### src/rtl/rename_stage_pkg.sv
// Shared types and constants for the rename stage and its map table.
package rename_stage_pkg;
    localparam int ARCH_REGS = 32;
    localparam int PHYS_W    = 7;
    localparam int FL_DEPTH  = 96;

    typedef logic [PHYS_W-1:0] preg_t;
    typedef preg_t map_t [ARCH_REGS];

    typedef struct packed {
        preg_t       ps1;
        preg_t       ps2;
        preg_t       pd;
        preg_t       pd_old;
        logic        has_rd;
        logic        is_branch;
        logic [31:0] pc;
    } rn_out_t;

    // Free list depth is not a power of two, so the wrap is explicit.
    function automatic preg_t ptr_add(input preg_t p, input logic inc);
        if (!inc) return p;
        return (p == preg_t'(FL_DEPTH - 1)) ? '0 : p + preg_t'(1);
    endfunction
endpackage

### src/rtl/rename_map_table.sv
// Architectural-to-physical map with one branch checkpoint copy.
module rename_map_table
    import rename_stage_pkg::*;
(
    input  logic       clk,
    input  logic       reset,
    input  logic [4:0] rs1_i,
    input  logic [4:0] rs2_i,
    input  logic [4:0] rd_i,
    input  logic       we_i,
    input  preg_t      wdata_i,
    input  logic       save_i,
    input  logic       restore_i,
    output preg_t      ps1_o,
    output preg_t      ps2_o,
    output preg_t      pd_old_o
);
    map_t map_q, map_d;
    map_t ckpt_q, ckpt_d;

    assign ps1_o    = map_q[rs1_i];
    assign ps2_o    = map_q[rs2_i];
    assign pd_old_o = map_q[rd_i];

    // The checkpoint captures the map after this instruction's own write.
    always_comb begin
        map_d = map_q;
        if (restore_i) begin
            map_d = ckpt_q;
        end else if (we_i) begin
            map_d[rd_i] = wdata_i;
        end
        ckpt_d = save_i ? map_d : ckpt_q;
    end

    always_ff @(posedge clk) begin
        if (reset) begin
            for (int i = 0; i < ARCH_REGS; i++) begin
                map_q[i]  <= preg_t'(i);
                ckpt_q[i] <= preg_t'(i);
            end
        end else begin
            map_q  <= map_d;
            ckpt_q <= ckpt_d;
        end
    end
endmodule

### src/rtl/rename_stage.sv
// Single-issue rename stage: map lookup, free list pop, one branch checkpoint.
module rename_stage
    import rename_stage_pkg::*;
(
    input  logic              clk,
    input  logic              reset,
    input  logic              in_valid,
    output logic              in_ready,
    input  logic [4:0]        in_rs1,
    input  logic [4:0]        in_rs2,
    input  logic [4:0]        in_rd,
    input  logic              in_has_rd,
    input  logic              in_is_branch,
    input  logic [31:0]       in_pc,
    output logic              out_valid,
    input  logic              out_ready,
    output logic [PHYS_W-1:0] out_ps1,
    output logic [PHYS_W-1:0] out_ps2,
    output logic [PHYS_W-1:0] out_pd,
    output logic [PHYS_W-1:0] out_pd_old,
    output logic              out_has_rd,
    output logic              out_is_branch,
    output logic [31:0]       out_pc,
    output logic              fl_read_en,
    input  logic [PHYS_W-1:0] fl_pd_new,
    input  logic              fl_empty,
    input  logic [PHYS_W-1:0] fl_r_ptr,
    input  logic [PHYS_W-1:0] fl_w_ptr,
    input  logic [PHYS_W-1:0] fl_list [0:FL_DEPTH-1],
    output logic              fl_mispredict,
    output logic [PHYS_W-1:0] fl_re_r_ptr,
    output logic [PHYS_W-1:0] fl_re_w_ptr,
    output logic [PHYS_W-1:0] fl_re_list [0:FL_DEPTH-1],
    input  logic              branch_resolved,
    input  logic              mispredict,
    output logic              ckpt_valid
);
    rn_out_t out_q, out_d;
    logic    out_valid_q, out_valid_d;
    logic    ckpt_valid_q, ckpt_valid_d;
    preg_t   ckpt_r_ptr_q, ckpt_r_ptr_d;
    logic    alloc, accept, mis_take;
    preg_t   map_ps1, map_ps2, map_pd_old;

    assign alloc    = in_has_rd && (in_rd != 5'd0);
    assign mis_take = !reset && mispredict && ckpt_valid_q;
    assign in_ready = !reset && !mispredict && (!out_valid_q || out_ready)
                      && !(alloc && fl_empty)
                      && !(in_is_branch && ckpt_valid_q && !branch_resolved);
    assign accept     = in_valid && in_ready;
    assign fl_read_en = accept && alloc;

    rename_map_table u_map (
        .clk       (clk),
        .reset     (reset),
        .rs1_i     (in_rs1),
        .rs2_i     (in_rs2),
        .rd_i      (in_rd),
        .we_i      (fl_read_en),
        .wdata_i   (fl_pd_new),
        .save_i    (accept && in_is_branch),
        .restore_i (mis_take),
        .ps1_o     (map_ps1),
        .ps2_o     (map_ps2),
        .pd_old_o  (map_pd_old)
    );

    always_comb begin
        out_d        = out_q;
        out_valid_d  = out_valid_q;
        ckpt_valid_d = ckpt_valid_q;
        ckpt_r_ptr_d = ckpt_r_ptr_q;
        if (mis_take) begin
            out_valid_d  = 1'b0;
            ckpt_valid_d = 1'b0;
        end else begin
            if (accept) begin
                out_d.ps1       = map_ps1;
                out_d.ps2       = map_ps2;
                out_d.pd        = alloc ? fl_pd_new : '0;
                out_d.pd_old    = alloc ? map_pd_old : '0;
                out_d.has_rd    = in_has_rd;
                out_d.is_branch = in_is_branch;
                out_d.pc        = in_pc;
                out_valid_d     = 1'b1;
            end else if (out_ready) begin
                out_valid_d = 1'b0;
            end
            // A new branch in the resolve cycle takes over the checkpoint.
            if (accept && in_is_branch) begin
                ckpt_valid_d = 1'b1;
                ckpt_r_ptr_d = ptr_add(fl_r_ptr, alloc);
            end else if (branch_resolved) begin
                ckpt_valid_d = 1'b0;
            end
        end
    end

    always_ff @(posedge clk) begin
        if (reset) begin
            out_q        <= '0;
            out_valid_q  <= 1'b0;
            ckpt_valid_q <= 1'b0;
            ckpt_r_ptr_q <= '0;
        end else begin
            out_q        <= out_d;
            out_valid_q  <= out_valid_d;
            ckpt_valid_q <= ckpt_valid_d;
            ckpt_r_ptr_q <= ckpt_r_ptr_d;
        end
    end

    assign out_valid     = out_valid_q;
    assign out_ps1       = out_q.ps1;
    assign out_ps2       = out_q.ps2;
    assign out_pd        = out_q.pd;
    assign out_pd_old    = out_q.pd_old;
    assign out_has_rd    = out_q.has_rd;
    assign out_is_branch = out_q.is_branch;
    assign out_pc        = out_q.pc;
    assign ckpt_valid    = ckpt_valid_q;

    // Restore keeps the live write side so frees from older commits survive.
    assign fl_mispredict = mis_take;
    assign fl_re_r_ptr   = ckpt_r_ptr_q;
    assign fl_re_w_ptr   = fl_w_ptr;
    assign fl_re_list    = fl_list;
endmodule
### config.mk
export PLATFORM = sky130hd
export DESIGN_NAME = rename_stage
export DESIGN_NICKNAME = d
export VERILOG_FILES = /design/src/rtl/rename_stage_pkg.sv /design/src/rtl/rename_map_table.sv /design/src/rtl/rename_stage.sv
export SDC_FILE = /design/constraint.sdc
export NUM_CORES = 1
export LEC_CHECK = 0
export BUFFER_PORTS_ARGS = -buffer_cell sky130_fd_sc_hd__buf_2
export CAP_MARGIN = 20
export CORE_AREA = 4 4 584 586
export CTS_CLUSTER_DIAMETER = 200
export CTS_CLUSTER_SIZE = 20
export DETAILED_ROUTE_END_ITERATION = 8
export DIE_AREA = 0 0 588 590
export HOLD_SLACK_MARGIN = 0.12
export PLACE_DENSITY_LB_ADDON = 0.2
export SETUP_SLACK_MARGIN = 0.4
export SKIP_LAST_GASP = 1
export SYNTH_ARGS = -nofsm -noshare
export SYNTH_HDL_FRONTEND = slang
export SYNTH_SLANG_ARGS = --single-unit
### constraint.sdc
create_clock -name clk -period 1.8 [get_ports clk]
set_input_delay 0.09 -clock clk [delete_from_list [all_inputs] [get_ports clk]]
set_output_delay 0.09 -clock clk [all_outputs]
set_load 0.01 [all_outputs]
### Word-level counts from Yosys, hierarchy flattened

Cells that the tools add are included.
W data, S select, Z words.

* word-level logic and storage cells: 137
* bits of input ports: 749
* flip-flop bits (word level): 519
* output and inout bits: 753

* order comparisons: 4
* reductions and logical operators: 27
* bitwise logic cells: 4
* eq/ne operators: 1
* muxes and demuxes: 26
* add/subtract/negate cells: 1

Operator list (number)
* $mux W224: 2
* $bwmux W224: 1
* $bmux W7 S5: 3
* $mux W7: 12
* $demux W7 S5: 1
* $ge A6 B6 Y1 const B: 3
* $not A5 Y6: 3
* $logic_and A1 B1 Y1: 14
* $add A7 B1 Y7 const B: 1
* $eq A7 B7 Y1 const B: 1
* $mux W1: 7
* $logic_not A1 Y1: 6
* $lt A6 B1 Y1 const B: 1
* $reduce_bool A5 Y1: 1
* $reduce_and A2 Y1: 2
* $reduce_bool A2 Y1: 2
* $reduce_or A2 Y1: 1
* $logic_or A1 B1 Y1: 1
* $not A1 Y1: 1

### Longest topological paths before layout

* depth in word-level cells: 11
* depth in mapped cells: 10
* mapped depth without buffers: 6

### By module

From an unflattened synthesis, not the netlist that was laid out.

* cells, all modules: 3388
* area, all modules: 31121.1 sq um

By module, submodules not included
* rename_map_table: instances 1, area an instance 23022.1 sq um, seq. area each 8968.6 sq um, cells an instance 2350
* rename_stage: instances 1, area an instance 8099.0 sq um, seq. area each 1421.4 sq um, cells an instance 1038

### Least setup slack after synthesis

No wires, ideal clock.

* path kind: input-to-output
* start point: in in_rd[2]
* end point: out in_ready
* stages: 8
* path slack: -58 ps
* path buffers: 5
* data required time: 1710 ps
* arrival time: 1768 ps
* cells stage by stage: buf_2 > or3_1 > buf_6 > o21a_1 > buf_6 > buf_2 > clkbuf_1 > a21oi_1

* longest elaborated chain between the ends: 6

RTL lines
* from (decl): RTL line rename_stage.sv:11 `input logic [4:0] in_rd,`
* $reduce_bool A5 Y1: RTL line rename_stage.sv:45 `assign alloc = in_has_rd && (in_rd != 5'd0);`
* $logic_and A1 B1 Y1: RTL line rename_stage.sv:45
* $logic_and A1 B1 Y1: RTL line rename_stage.sv:48 `&& !(alloc && fl_empty)`
* $logic_not A1 Y1: RTL line rename_stage.sv:48
* $logic_and A1 B1 Y1: RTL line rename_stage.sv:48
* $logic_and A1 B1 Y1: RTL line rename_stage.sv:49 `&& !(in_is_branch && ckpt_valid_q && !branch_resolved);`
* to (decl): RTL line rename_stage.sv:8 `output logic in_ready,`

No other way between the ends.

### Worst setup path in the final report

* start point: reg out_valid_q, in the netlist out_valid
* end point: reg u_map.ckpt_q[11] (netlist bit)

* longest elaborated chain between the ends: 9
* elaborated cells between the ends (all ways): 10
* classes of those cells: 2 x mux; 8 x reduce/logical

RTL lines
* from (decl): RTL line rename_stage.sv:39 `logic out_valid_q, out_valid_d;`
* from (signal assigned): RTL line rename_stage.sv:107 `out_valid_q <= out_valid_d;`
* $logic_not A1 Y1 *: RTL line rename_stage.sv:47 `assign in_ready = !reset && !mispredict && (!out_valid_q || out_ready)`
* $logic_or A1 B1 Y1 *: RTL line rename_stage.sv:47
* $logic_and A1 B1 Y1 *: RTL line rename_stage.sv:47
* $logic_and A1 B1 Y1 *: RTL line rename_stage.sv:48
* $logic_and A1 B1 Y1 *: RTL line rename_stage.sv:49
* $logic_and A1 B1 Y1 *: RTL line rename_stage.sv:50 `assign accept = in_valid && in_ready;`
* $logic_and A1 B1 Y1: RTL line rename_stage.sv:51 `assign fl_read_en = accept && alloc;`
* $mux W224: RTL line rename_map_table.sv:30 `end else if (we_i) begin`
* $mux W224: RTL line rename_map_table.sv:28 `if (restore_i) begin`
* to (signal, indexed assignment): RTL line rename_map_table.sv:40 `ckpt_q[i] <= preg_t'(i);`
* to (signal assigned): RTL line rename_map_table.sv:44 `ckpt_q <= ckpt_d;`
* to (decl): RTL line rename_map_table.sv:19 `map_t ckpt_q, ckpt_d;`

Mark *: on every way between the ends. The rest lies on a longest branch, timed or not.
A chain may end at the register's enable or synchronous reset.

==> results.md <==
- Run status: complete, but fails checks
- Violated checks: setup timing
- Routed via count: about 25000
- CTS clk-pin slew, worst paths: 110 ps
- Latest clock arrival within the worst-skew pair: around 700 ps
- Crit path max fanout: 8
- Post-synth top area cell: dfxtp_1
- Max Clk Rate: ~490 MHz
- Area of the die: about 350000 sq um
- DRC violations left: 0
- Hold Vio Cnt, Final: 0
- Max-slew violations: 0
- Synth Flop Type: dfxtp_1
- Drt via density: around 3.3
- Dpl ws: -553 ps
- Core area: approximately 340000 sq um
- VDD IR max: ~0.72 mV
- Ys async rst share: 0
- Minimum clock period: approximately 2100 ps
- Post-Syn Instances: 3307
- Setup CP Type: flop to flop
- Final Routed Wirelength: 189000 um
- Vias in the first global route: around 24000
- Deepest clock path buffer count: 3
- Hold EP: u_map.map_q[160]
- Setup tns final: -58930 ps
- Seq/Total Area, Yosys: 0.338
- Finished Core Util: 0.123
- R2r worst-path depth: 12
- TritonCTS clock tree: done
- Least-Margin Pin Slew: about 1000 ps
- Crit Reg-Reg Endpoint: u_map.ckpt_q[11]
- Largest net degree at the start of global routing: 145
- Clock Tree Root: clkbuf_16
- PnR worst setup slack: -256 ps
- Synth cell types: approximately 60
- Synth Net Count: around 4100
- Htree depth: 1
- Top Ports: about 1500
- Area grow syn2layout: 34.0%
- Die Y: ~590 um
- Unrepaired setup endpoints after global routing: true
- PwrDens: around 550 nW/um^2
- Hold Crit Start: fl_pd_new[6]
- GP Congestion: between 0.8 and 0.9
- Fin area: between 40000 and 50000 sq um
- Worst clock skew: slightly below 40 ps
- DR WL/cell: ~25 um
- Filler Cells Inserted: 38100
- FP Rows: 213
- Initial Utilization: 0.0916
- Worst path arrival time: roughly 2600 ps
- Total global routing overflow: 0
- Global-route wire length before repair: 239000 um
- Detail Placement HPWL: 141000 um
- Top post-synthesis cells by count: buf_4 (698), dfxtp_1 (519), nor2_1 (395)
- Antenna Nets Post-Route: 0
- Critical Path RT: between 2000 and 2500 ps
- Area contributors post-synth: dfxtp_1 (34%), buf_4 (17%), mux2i_1 (9.0%)
- Critical path capture point type: flop
- Mean area per synthesized cell: about 9.3 sq um
- Hold Crit Class: input port to flop
- R2r startpoint: out_valid
- Pleak: between 10 and 15 nW
- #FFs+latches synth: 519
- DR pass1 iterations: 5
- Yosys warns: 0
- Type of origin of the critical path: flop
- Fin crit share: 1.14
- R2R Setup Slk: -260 ps
- # setup viols final: 457
- Antenna violations before repair: 16
- Dpl cell area: between 30000 and 40000 sq um
- Most common cell in the netlist: buf_4
- Max Cap Viol: 0
- Post-synth EDFFs: 0
- Chip width: between 500 and 600 um
- Overall Power: roughly 0.023 W
- Port Buffers: between 100 and 150
- TritonCTS Buffers: 29
- Clk sinks: around 520
- Net count, final: roughly 4000
- Slew margin rel.: 0.302
- Overall Global Routing Usage: 0.0999
- Post-synth top area share: 0.338
- Layout cell share with drive strength beyond 1: 0.438
- Hold-critical path depth: 3
- Initial DRC Count: 1743
- Synth Cell Area: around 31000 sq um
==> power by group <==
group / switching (W) / internal (W)
Sequential: 0.000182 / 0.0117
Clock: 0.00449 / 0.00288
Combinational: 0.00206 / 0.00151
Total: 0.00673 / 0.0160
==> layout by cell type, fill, tap and decap left out, types with 54 or more instances in the layout <==
cell / count
dlygate4sd3_1: 55
nand2_1: 128
buf_2: 136
a22oi_1: 98
clkbuf_16: 54
mux2i_1: 151
buf_4: 374
nor2_1: 359
a211oi_2: 135
dfxtp_1: 469
nor3_1: 72
a211oi_1: 146
buf_12: 107
mux4_2: 120
a21oi_1: 125
mux2i_4: 79
==> layout make-up <==
| cell class | instances | area [sq um] | share of cell area |
|---|---|---|---|
| multi-input combinational | 1831 | 16700 | 0.406 |
| inverter | 1 | 3.75 | 0.0000911 |
| antenna | 2 | 5.00 | 0.000121 |
| sequential | 519 | 10500 | 0.254 |
| clock buffer | 31 | 733 | 0.0178 |
| tap | 4407 | 5510 | 0.134 |
| timing repair buffer | 763 | 7750 | 0.188 |
==> metrics by stage <==
stage | hold slack, ps | std cells
after floorplan | 226 | 3307
after global placement | 180 | 7359
after detailed placement | 180 | 7359
after CTS | 111 | 7468
after global routing | 142 | 7554
final | 152 | 7554
==> flip-flops by register name (all words and copies together), names as in the netlist <==
register / flops
u_map.ckpt_q: 224
u_map.map_q: 224
out_pc: 32
out_ps2: 7
out_has_rd: 1
out_pd: 7
ckpt_valid: 1
out_is_branch: 1
out_ps1: 7
out_pd_old: 7
out_valid: 1
fl_re_r_ptr: 7
==> how the worst max path moves through the flow <==
stage                     startpoint                end  slack (ps)
after detailed placement    in_rd[0]      out_pd_old[1]        -550
after global placement      in_rd[0]      out_pd_old[1]        -590
after floorplan             in_rd[4]  u_map.ckpt_q[119]          60
after global routing       out_valid  u_map.ckpt_q[203]        -310
after CTS                 ckpt_valid   u_map.map_q[105]        -220
final                      out_valid   u_map.ckpt_q[11]        -260
==> critical path: stages (launching register included) <==
cell	delay, ps
dfxtp_2	370
nand2b_4	60
buf_6	120
and4_4	180
buf_6	120
o211a_4	190
buf_12	150
buf_16	150
buf_6	140
buf_6	110
buf_6	110
nor3_2	160
a21oi_1	50
==> logic make-up after synthesis <==
logic type,Yosys count,synth area share
adders and majority gates,1,0.000407
AOI/OAI and AO/OA,646,0.148
and+or+nand+nor,745,0.112
DFF,519,0.338
muxes,437,0.193
xor gates and xnor gates,2,0.000570
buffers and inverters,957,0.208
==> layer usage <==
metal  GRT usage  vias to the layer above  part of all wire
met2       0.161                     1220              0.46
li1            -                    10900                 -
met4      0.0592                       14             0.074
met1       0.107                    12500              0.36
met3      0.0444                      429              0.10
met5     0.00780                        -            0.0021
==> repair_timing <==
item                                    in CTS  in global routing
endpoints found under the setup margin     540                538
pin swaps                                   21                116
hold buffers                                54                  1
resized for setup                           65                487
gates cloned                                 1                 31
setup buffers                               23                 52
endpoints found under the hold margin      148                  1
Note: power is estimated with default switching activity, not from simulation.
